--- config.mk ---
export PLATFORM = sky130hd
export DESIGN_NAME = uart_tx_fifo_flat
export DESIGN_NICKNAME = d
export VERILOG_FILES = /design/src/rtl/uart_tx_fifo_if.sv /design/src/rtl/uart_tx_fifo.sv /design/src/flat_wrapper.sv
export SDC_FILE = /design/constraint.sdc
export NUM_CORES = 1
export LEC_CHECK = 0
export CAP_MARGIN = 40
export CORE_MARGIN = 2
export CORE_UTILIZATION = 54
export CTS_BUF_LIST = sky130_fd_sc_hd__clkbuf_4 sky130_fd_sc_hd__clkbuf_8
export DETAILED_ROUTE_END_ITERATION = 10
export PLACE_DENSITY_LB_ADDON = 0.25
export SLEW_MARGIN = 20
export SYNTH_ARGS = -nofsm -noshare
export SYNTH_HDL_FRONTEND = slang
export SYNTH_SLANG_ARGS = --single-unit
--- constraint.sdc ---
create_clock -name clk_i -period 2.64 [get_ports clk_i]
set_input_delay 0.792 -clock clk_i [delete_from_list [all_inputs] [get_ports clk_i]]
set_output_delay 0.792 -clock clk_i [all_outputs]
set_load 0.005 [all_outputs]
--- src/rtl/uart_tx_fifo_if.sv ---
// Push-side handshake bundle for uart_tx_fifo: the sender drives the word and
// valid, the transmitter answers with ready (FIFO not full).
interface uart_tx_fifo_if #(
   parameter int DATA_BITS = 8
);
   logic [DATA_BITS-1:0] tx_din_i;
   logic                 tx_valid_i;
   logic                 tx_ready_o;

   modport master (output tx_din_i, output tx_valid_i, input tx_ready_o);
   modport slave  (input tx_din_i, input tx_valid_i, output tx_ready_o);
endinterface

--- src/rtl/uart_tx_fifo.sv ---
// UART transmitter with a transmit FIFO and back-to-back framing.
// Define UART_TX_PARITY_EN to build the optional even/odd parity bit.
module uart_tx_fifo #(
   parameter int CLKS_PER_BIT = 10,
   parameter int DATA_BITS    = 8,
   parameter int STOP_BITS    = 1,
   parameter int FIFO_DEPTH   = 4
) (
   input  logic                               clk_i,
   input  logic                               rstn_i,
   uart_tx_fifo_if.slave                      push,
   input  logic [1:0]                         parity_mode_i,
   output logic                               tx_o,
   output logic                               tx_active_o,
   output logic                               tx_done_tick_o,
   output logic [$clog2(FIFO_DEPTH+1)-1:0]    fifo_count_o
);
   localparam int TW = $clog2(CLKS_PER_BIT);
   localparam int BW = $clog2(DATA_BITS);
   localparam int PW = $clog2(FIFO_DEPTH);
   localparam int CW = $clog2(FIFO_DEPTH + 1);
   localparam logic [TW-1:0] TIMER_LAST = TW'(CLKS_PER_BIT - 1);
   localparam logic [BW-1:0] BIT_LAST   = BW'(DATA_BITS - 1);
   localparam logic          STOP_LAST  = (STOP_BITS == 2);
   localparam logic [CW-1:0] DEPTH_C    = CW'(FIFO_DEPTH);

`ifdef UART_TX_PARITY_EN
   typedef enum logic [2:0] {IDLE, START, DATA, PARITY, STOP} state_e;
`else
   typedef enum logic [2:0] {IDLE, START, DATA, STOP} state_e;
`endif

   state_e               state_q, state_d;
   logic [TW-1:0]        timer_q, timer_d;
   logic [BW-1:0]        bit_q, bit_d;
   logic                 stop_q, stop_d;
   logic [DATA_BITS-1:0] shift_q, shift_d;
   logic                 tx_q, tx_d;
   logic                 active_q, active_d;
   logic                 done_q, done_d;
   logic [PW-1:0]        wr_ptr_q, wr_ptr_d, rd_ptr_q, rd_ptr_d;
   logic [CW-1:0]        count_q, count_d;
   logic [DATA_BITS-1:0] mem_q [FIFO_DEPTH];
   logic                 pop, push_fire, bit_end, fifo_nonempty;
`ifdef UART_TX_PARITY_EN
   logic                 par_en_q, par_en_d, par_bit_q, par_bit_d;
`else
   logic                 unused_parity;
   assign unused_parity = ^parity_mode_i;
`endif

   assign push.tx_ready_o = (count_q != DEPTH_C);
   assign push_fire       = push.tx_valid_i && push.tx_ready_o;
   assign fifo_nonempty   = (count_q != '0);
   assign bit_end         = (timer_q == TIMER_LAST);

   always_comb begin
      // NOTE: every signal gets a default first so no path infers a latch.
      state_d  = state_q;
      timer_d  = timer_q + TW'(1);
      bit_d    = bit_q;
      stop_d   = stop_q;
      shift_d  = shift_q;
      tx_d     = tx_q;
      pop      = 1'b0;
`ifdef UART_TX_PARITY_EN
      par_en_d  = par_en_q;
      par_bit_d = par_bit_q;
`endif
      case (state_q)
         IDLE: begin
            timer_d = '0;
            if (fifo_nonempty) begin
               pop     = 1'b1;
               state_d = START;
               tx_d    = 1'b0;
            end
         end
         START: if (bit_end) begin
            state_d = DATA;
            timer_d = '0;
            tx_d    = shift_q[0];
         end
         DATA: if (bit_end) begin
            timer_d = '0;
            if (bit_q == BIT_LAST) begin
               bit_d   = '0;
               state_d = STOP;
               tx_d    = 1'b1;
`ifdef UART_TX_PARITY_EN
               if (par_en_q) begin
                  state_d = PARITY;
                  tx_d    = par_bit_q;
               end
`endif
            end else begin
               bit_d   = bit_q + BW'(1);
               shift_d = shift_q >> 1;
               tx_d    = shift_q[1];
            end
         end
`ifdef UART_TX_PARITY_EN
         PARITY: if (bit_end) begin
            state_d = STOP;
            timer_d = '0;
            tx_d    = 1'b1;
         end
`endif
         STOP: if (bit_end) begin
            timer_d = '0;
            if (stop_q == STOP_LAST) begin
               stop_d = 1'b0;
               // Chain straight into the next start bit: no idle high time.
               if (fifo_nonempty) begin
                  pop     = 1'b1;
                  state_d = START;
                  tx_d    = 1'b0;
               end else begin
                  state_d = IDLE;
               end
            end else begin
               stop_d = 1'b1;
            end
         end
         default: begin
            state_d = IDLE;
            timer_d = '0;
            tx_d    = 1'b1;
         end
      endcase

      if (pop) begin
         shift_d = mem_q[rd_ptr_q];
`ifdef UART_TX_PARITY_EN
         // Mode is sampled only here, so mid-frame changes wait for the next word.
         par_en_d  = (parity_mode_i == 2'b01) || (parity_mode_i == 2'b10);
         par_bit_d = (^mem_q[rd_ptr_q]) ^ parity_mode_i[1];
`endif
      end

      active_d = (state_d != IDLE);
      done_d   = (state_d == STOP) && (stop_d == STOP_LAST) && (timer_d == TIMER_LAST);
   end

   always_comb begin
      wr_ptr_d = push_fire ? wr_ptr_q + PW'(1) : wr_ptr_q;
      rd_ptr_d = pop ? rd_ptr_q + PW'(1) : rd_ptr_q;
      count_d  = count_q;
      case ({push_fire, pop})
         2'b10:   count_d = count_q + CW'(1);
         2'b01:   count_d = count_q - CW'(1);
         default: count_d = count_q;
      endcase
   end

   always_ff @(posedge clk_i or negedge rstn_i) begin
      if (!rstn_i) begin
         state_q  <= IDLE;
         timer_q  <= '0;
         bit_q    <= '0;
         stop_q   <= 1'b0;
         shift_q  <= '0;
         tx_q     <= 1'b1;
         active_q <= 1'b0;
         done_q   <= 1'b0;
         wr_ptr_q <= '0;
         rd_ptr_q <= '0;
         count_q  <= '0;
`ifdef UART_TX_PARITY_EN
         par_en_q  <= 1'b0;
         par_bit_q <= 1'b0;
`endif
      end else begin
         state_q  <= state_d;
         timer_q  <= timer_d;
         bit_q    <= bit_d;
         stop_q   <= stop_d;
         shift_q  <= shift_d;
         tx_q     <= tx_d;
         active_q <= active_d;
         done_q   <= done_d;
         wr_ptr_q <= wr_ptr_d;
         rd_ptr_q <= rd_ptr_d;
         count_q  <= count_d;
`ifdef UART_TX_PARITY_EN
         par_en_q  <= par_en_d;
         par_bit_q <= par_bit_d;
`endif
      end
   end

   // NOTE: storage is not reset; the pointers and count alone define validity.
   always_ff @(posedge clk_i) begin
      if (push_fire) mem_q[wr_ptr_q] <= push.tx_din_i;
   end

   assign tx_o           = tx_q;
   assign tx_active_o    = active_q;
   assign tx_done_tick_o = done_q;
   assign fifo_count_o   = count_q;
endmodule
--- src/flat_wrapper.sv ---
// flat-port wrapper written by rule: the top's interface ports become plain ports
module uart_tx_fifo_flat 
#(
   parameter int CLKS_PER_BIT = 10,
   parameter int DATA_BITS    = 8,
   parameter int STOP_BITS    = 1,
   parameter int FIFO_DEPTH   = 4
)
  (clk_i, rstn_i, parity_mode_i, tx_o, tx_active_o, tx_done_tick_o, fifo_count_o, push_tx_din_i, push_tx_valid_i, push_tx_ready_o);
  uart_tx_fifo_if #(.DATA_BITS(DATA_BITS)) push_i ();
  input  logic clk_i;
  input  logic rstn_i;
  input  logic [1:0] parity_mode_i;
  output logic tx_o;
  output logic tx_active_o;
  output logic tx_done_tick_o;
  output logic [$clog2(FIFO_DEPTH+1)-1:0] fifo_count_o;
  input wire logic [$bits(push_i.tx_din_i)-1:0] push_tx_din_i;
  input wire logic [$bits(push_i.tx_valid_i)-1:0] push_tx_valid_i;
  output wire logic [$bits(push_i.tx_ready_o)-1:0] push_tx_ready_o;
  assign push_i.tx_din_i = push_tx_din_i;
  assign push_i.tx_valid_i = push_tx_valid_i;
  assign push_tx_ready_o = push_i.tx_ready_o;
  uart_tx_fifo #(.CLKS_PER_BIT(CLKS_PER_BIT), .DATA_BITS(DATA_BITS), .STOP_BITS(STOP_BITS), .FIFO_DEPTH(FIFO_DEPTH)) u_core (.clk_i(clk_i), .rstn_i(rstn_i), .push(push_i), .parity_mode_i(parity_mode_i), .tx_o(tx_o), .tx_active_o(tx_active_o), .tx_done_tick_o(tx_done_tick_o), .fifo_count_o(fifo_count_o));
endmodule
==> flow_metrics.env <==
export IMPL_grt_util_met3_pct=6.58
export IMPL_fmax_mhz=405
export IMPL_place_area_sq_um=2850
export IMPL_synth_simple_area_share_pct=9.57
export IMPL_wl_mm=4.20
export IMPL_outcome="finished clean"
export IMPL_hold_buffers=0
export IMPL_required_ns=2.89
export IMPL_busiest_layer="met2"
export IMPL_power_w=0.00296
export IMPL_synth_edf_count=32
export IMPL_p_sw_w=0.000854
export IMPL_worstPathMaxFanout=4
export IMPL_synthesis_nets=202
export IMPL_utilization_pct=64.9
export IMPL_synth_compound_area_share_pct=4.29
export IMPL_syn_area_per_cell_sq_um=14.7
export IMPL_syn_to_final_growth_pct=15.9
export IMPL_drv_cap=0
export IMPL_ir_drop_mv=0.673
export IMPL_period_needed_ns=2.47
export IMPL_grt_usage_pct=18.5
export IMPL_final_cell_area_sq_um=3040
export IMPL_nets=227
export IMPL_antenna_left=0
export IMPL_met1_usage_pct=21.7
export IMPL_grtUsageMet2_pct=29.5
export IMPL_internal_power_w=0.00211
export IMPL_power_frac_clock_pct=26.8
export IMPL_core_sq_um=4690
export IMPL_hold_viol_final=0
export IMPL_drt_vias_per_instance=5.54
export IMPL_seq_power_share_pct=47.8
export IMPL_postCtsResizedCells=0
export IMPL_layout_common_cells="edfxtp_1, dfrtp_1, clkdlybuf4s50_1, nor2_1, nand2_1"
export IMPL_cts_root_buf="clkbuf_8"
export IMPL_switching_share_pct=28.8
export IMPL_final_common_cell="edfxtp_1"
export IMPL_yosysWarnings=0
export IMPL_drive_gt1_share_pct=16.7
export IMPL_synth_top_family_by_area="multiplexers"
export IMPL_grt_ovfl_total=0
export IMPL_nFillCells=345
export IMPL_synthXorXnorAreaFrac_pct=3.00
export IMPL_netlist_area_sq_um=2630
export IMPL_fin_crit_sh_pct=93.5
export IMPL_ys_async_sr_fraction_pct=46.7
export IMPL_num_antenna_cells=0
export IMPL_finalClockSkew_ns=0.00767
export IMPL_initial_core_util_pct=56.0
export IMPL_drv_slew=0
export IMPL_cts_tree="yes"
export IMPL_io_pin_count=20
export IMPL_hp_class="reg2reg"
export IMPL_power_leakage_nw=1.26
export IMPL_ys_types=40
export IMPL_synth_mux_area_share_pct=11.6
export IMPL_synth_ff_latch_count=60
export IMPL_drtPass1Iterations=4
export IMPL_relSlewSlack_pct=62.8
export IMPL_netlist_instances=179
export IMPL_die_w_um=73.8
export IMPL_drt_iter0_drc=59
export IMPL_post_cts_buffers=0
export IMPL_synthAdderAreaFrac_pct=5.05
export IMPL_start_kind="flip-flop"
export IMPL_worstPathArrival_ns=2.72
export IMPL_clkTransAtPathRegs_ns=0.07
export IMPL_ys_flop_type="edfxtp_1"
export IMPL_tightest_slew_ns=0.558
export IMPL_rows=25
export IMPL_vias=1457
export IMPL_combPwrFrac_pct=25.3
export IMPL_wl_per_cell_um=16.0
export IMPL_clock_latency_ns=0.32
export IMPL_critical_path_class="reg2reg"
export IMPL_antenna_found_initial=0
export IMPL_dp_cells=247
export IMPL_cts_max_level=3
export IMPL_pwr_density_cell_nw_per_um2=974
export IMPL_clockBufferDepth=2
export IMPL_routabilityCongestion=0.757
export IMPL_cts_sinks=60
export IMPL_cts_inserted_buffers=9
export IMPL_die_h_um=73.8
export IMPL_grt_pass1_vias=1527
export IMPL_post_layout_nonfiller_instances=263
export IMPL_end_kind="flip-flop"
export IMPL_grt_pass1_wl_mm=7.01
export IMPL_rsz0062_at_grt="false"
export IMPL_grt_max_degree=29
export IMPL_finalSetupViolations=0
export IMPL_drc=0
export IMPL_dpl_hpwl_mm=2.85
export IMPL_dieArea_sq_um=5440
export IMPL_numPortBuffers=17
export IMPL_ys_seq_area_share_pct=63.3
logic make-up (layout without fill, tap and decap cells):
logic type,Yosys count,in the layout
other cells,1,1
mux,20,20
xor+xnor,9,9
fa+ha+maj,10,10
simple gates,47,47
buf+inv,16,46
flops,60,60
compound gates,16,16
synthesized netlist by cell type (all sizes together), types with 2 or more instances:
master  count  share of area (%)
xnor2       4                1.3
nor3        3               0.57
edfxtp     32                 37
nand2b      2               0.48
and3        4               0.95
xor2        5                1.7
inv         9                1.3
mux4        8                6.9
dfrtp      27                 26
nand3b      2               0.71
a21oi       3               0.57
mux2        3                1.3
nor2b       2               0.48
mux2i       9                3.4
nand2      12                1.7
nor2       14                2.0
ha          9                4.3
o21ai       8                1.5
nand3       2               0.38
buf         6                1.7
per-layer routing:
| metal | wire (um) | up-vias |
|---|---|---|
| met5 | 0 | - |
| met2 | 2120 | 32 |
| met1 | 1840 | 722 |
| met3 | 182 | 4 |
| met4 | 61 | 0 |
| li1 | - | 699 |
worst max-delay path, cell delays in order, from the launching register on:
cell and delay [ns]:
dfrtp_1 0.40, inv_1 0.06, ha_1 0.22, nand4b_4 0.16, a2111oi_4 0.42, ha_1 0.24, inv_1 0.06, fa_1 0.38
xor2_1 0.16, nor2_1 0.13, xor2_1 0.16
through the flow:
step	hold slack, ns	setup TNS [ns]	worst slack [ns]
after floorplan	0.465	0	0.0704
after global placement	0.486	0	0.0842
after detailed placement	0.500	-0.0351	-0.0351
after CTS	0.509	0	0.153
after global routing	0.515	0	0.00431
final	0.517	0	0.172
worst paths after layout:
check / from / cells after the start / slack (ns) / end
setup / recovery: u_core.timer_q[1]$_DFF_PN0_ / 10 / 0.17 / u_core.fifo_count_o[2]$_DFFE_PN0P_
hold / removal: u_core.bit_q[0]$_DFFE_PN0P_ / 1 / 0.52 / u_core.bit_q[0]$_DFFE_PN0P_
setup reg to reg: u_core.timer_q[1]$_DFF_PN0_ / 10 / 0.17 / u_core.fifo_count_o[2]$_DFFE_PN0P_
hold reg to reg: u_core.bit_q[0]$_DFFE_PN0P_ / 1 / 0.52 / u_core.bit_q[0]$_DFFE_PN0P_
max in group asynchronous: rstn_i / 2 / 1.49 / u_core.tx_o$_DFFE_PN1P_
min in group asynchronous: rstn_i / 2 / 0.84 / u_core.timer_q[0]$_DFF_PN0_
power by group through the flow:
stage / Combinational (W) / Clock, W / Sequential (W)
after floorplan: 0.000597 / 0 / 0.00133
after detailed placement: 0.000760 / 0 / 0.00144
after global routing: 0.000840 / 0.000868 / 0.00145
final: 0.000750 / 0.000796 / 0.00142
after global placement: 0.000710 / 0 / 0.00142
after CTS: 0.000764 / 0.000823 / 0.00142
layout make-up:
cell class / instances / area, sq um / share of cell area (%)
Sequential cell: 60 / 1660 / 54.6
Inverter: 9 / 33.8 / 1.11
Tap cell: 54 / 67.6 / 2.22
Clock buffer: 11 / 145 / 4.77
Clock inverter: 5 / 51.3 / 1.69
Timing Repair Buffer: 21 / 200 / 6.58
Multi-Input combinational cell: 103 / 883 / 29.0
flip-flops by register name, indices dropped and copies added, names as in the netlist:
| name | cells |
|---|---|
| u_core.mem_q | 32 |
| u_core.shift_q | 8 |
| u_core.timer_q | 4 |
| u_core.bit_q | 3 |
| u_core.fifo_count_o | 3 |
| u_core.state_q | 3 |
| u_core.rd_ptr_q | 2 |
| u_core.wr_ptr_q | 2 |
| u_core.tx_active_o | 1 |
| u_core.tx_done_tick_o | 1 |
| u_core.tx_o | 1 |
(Power assumes the default switching activity.)
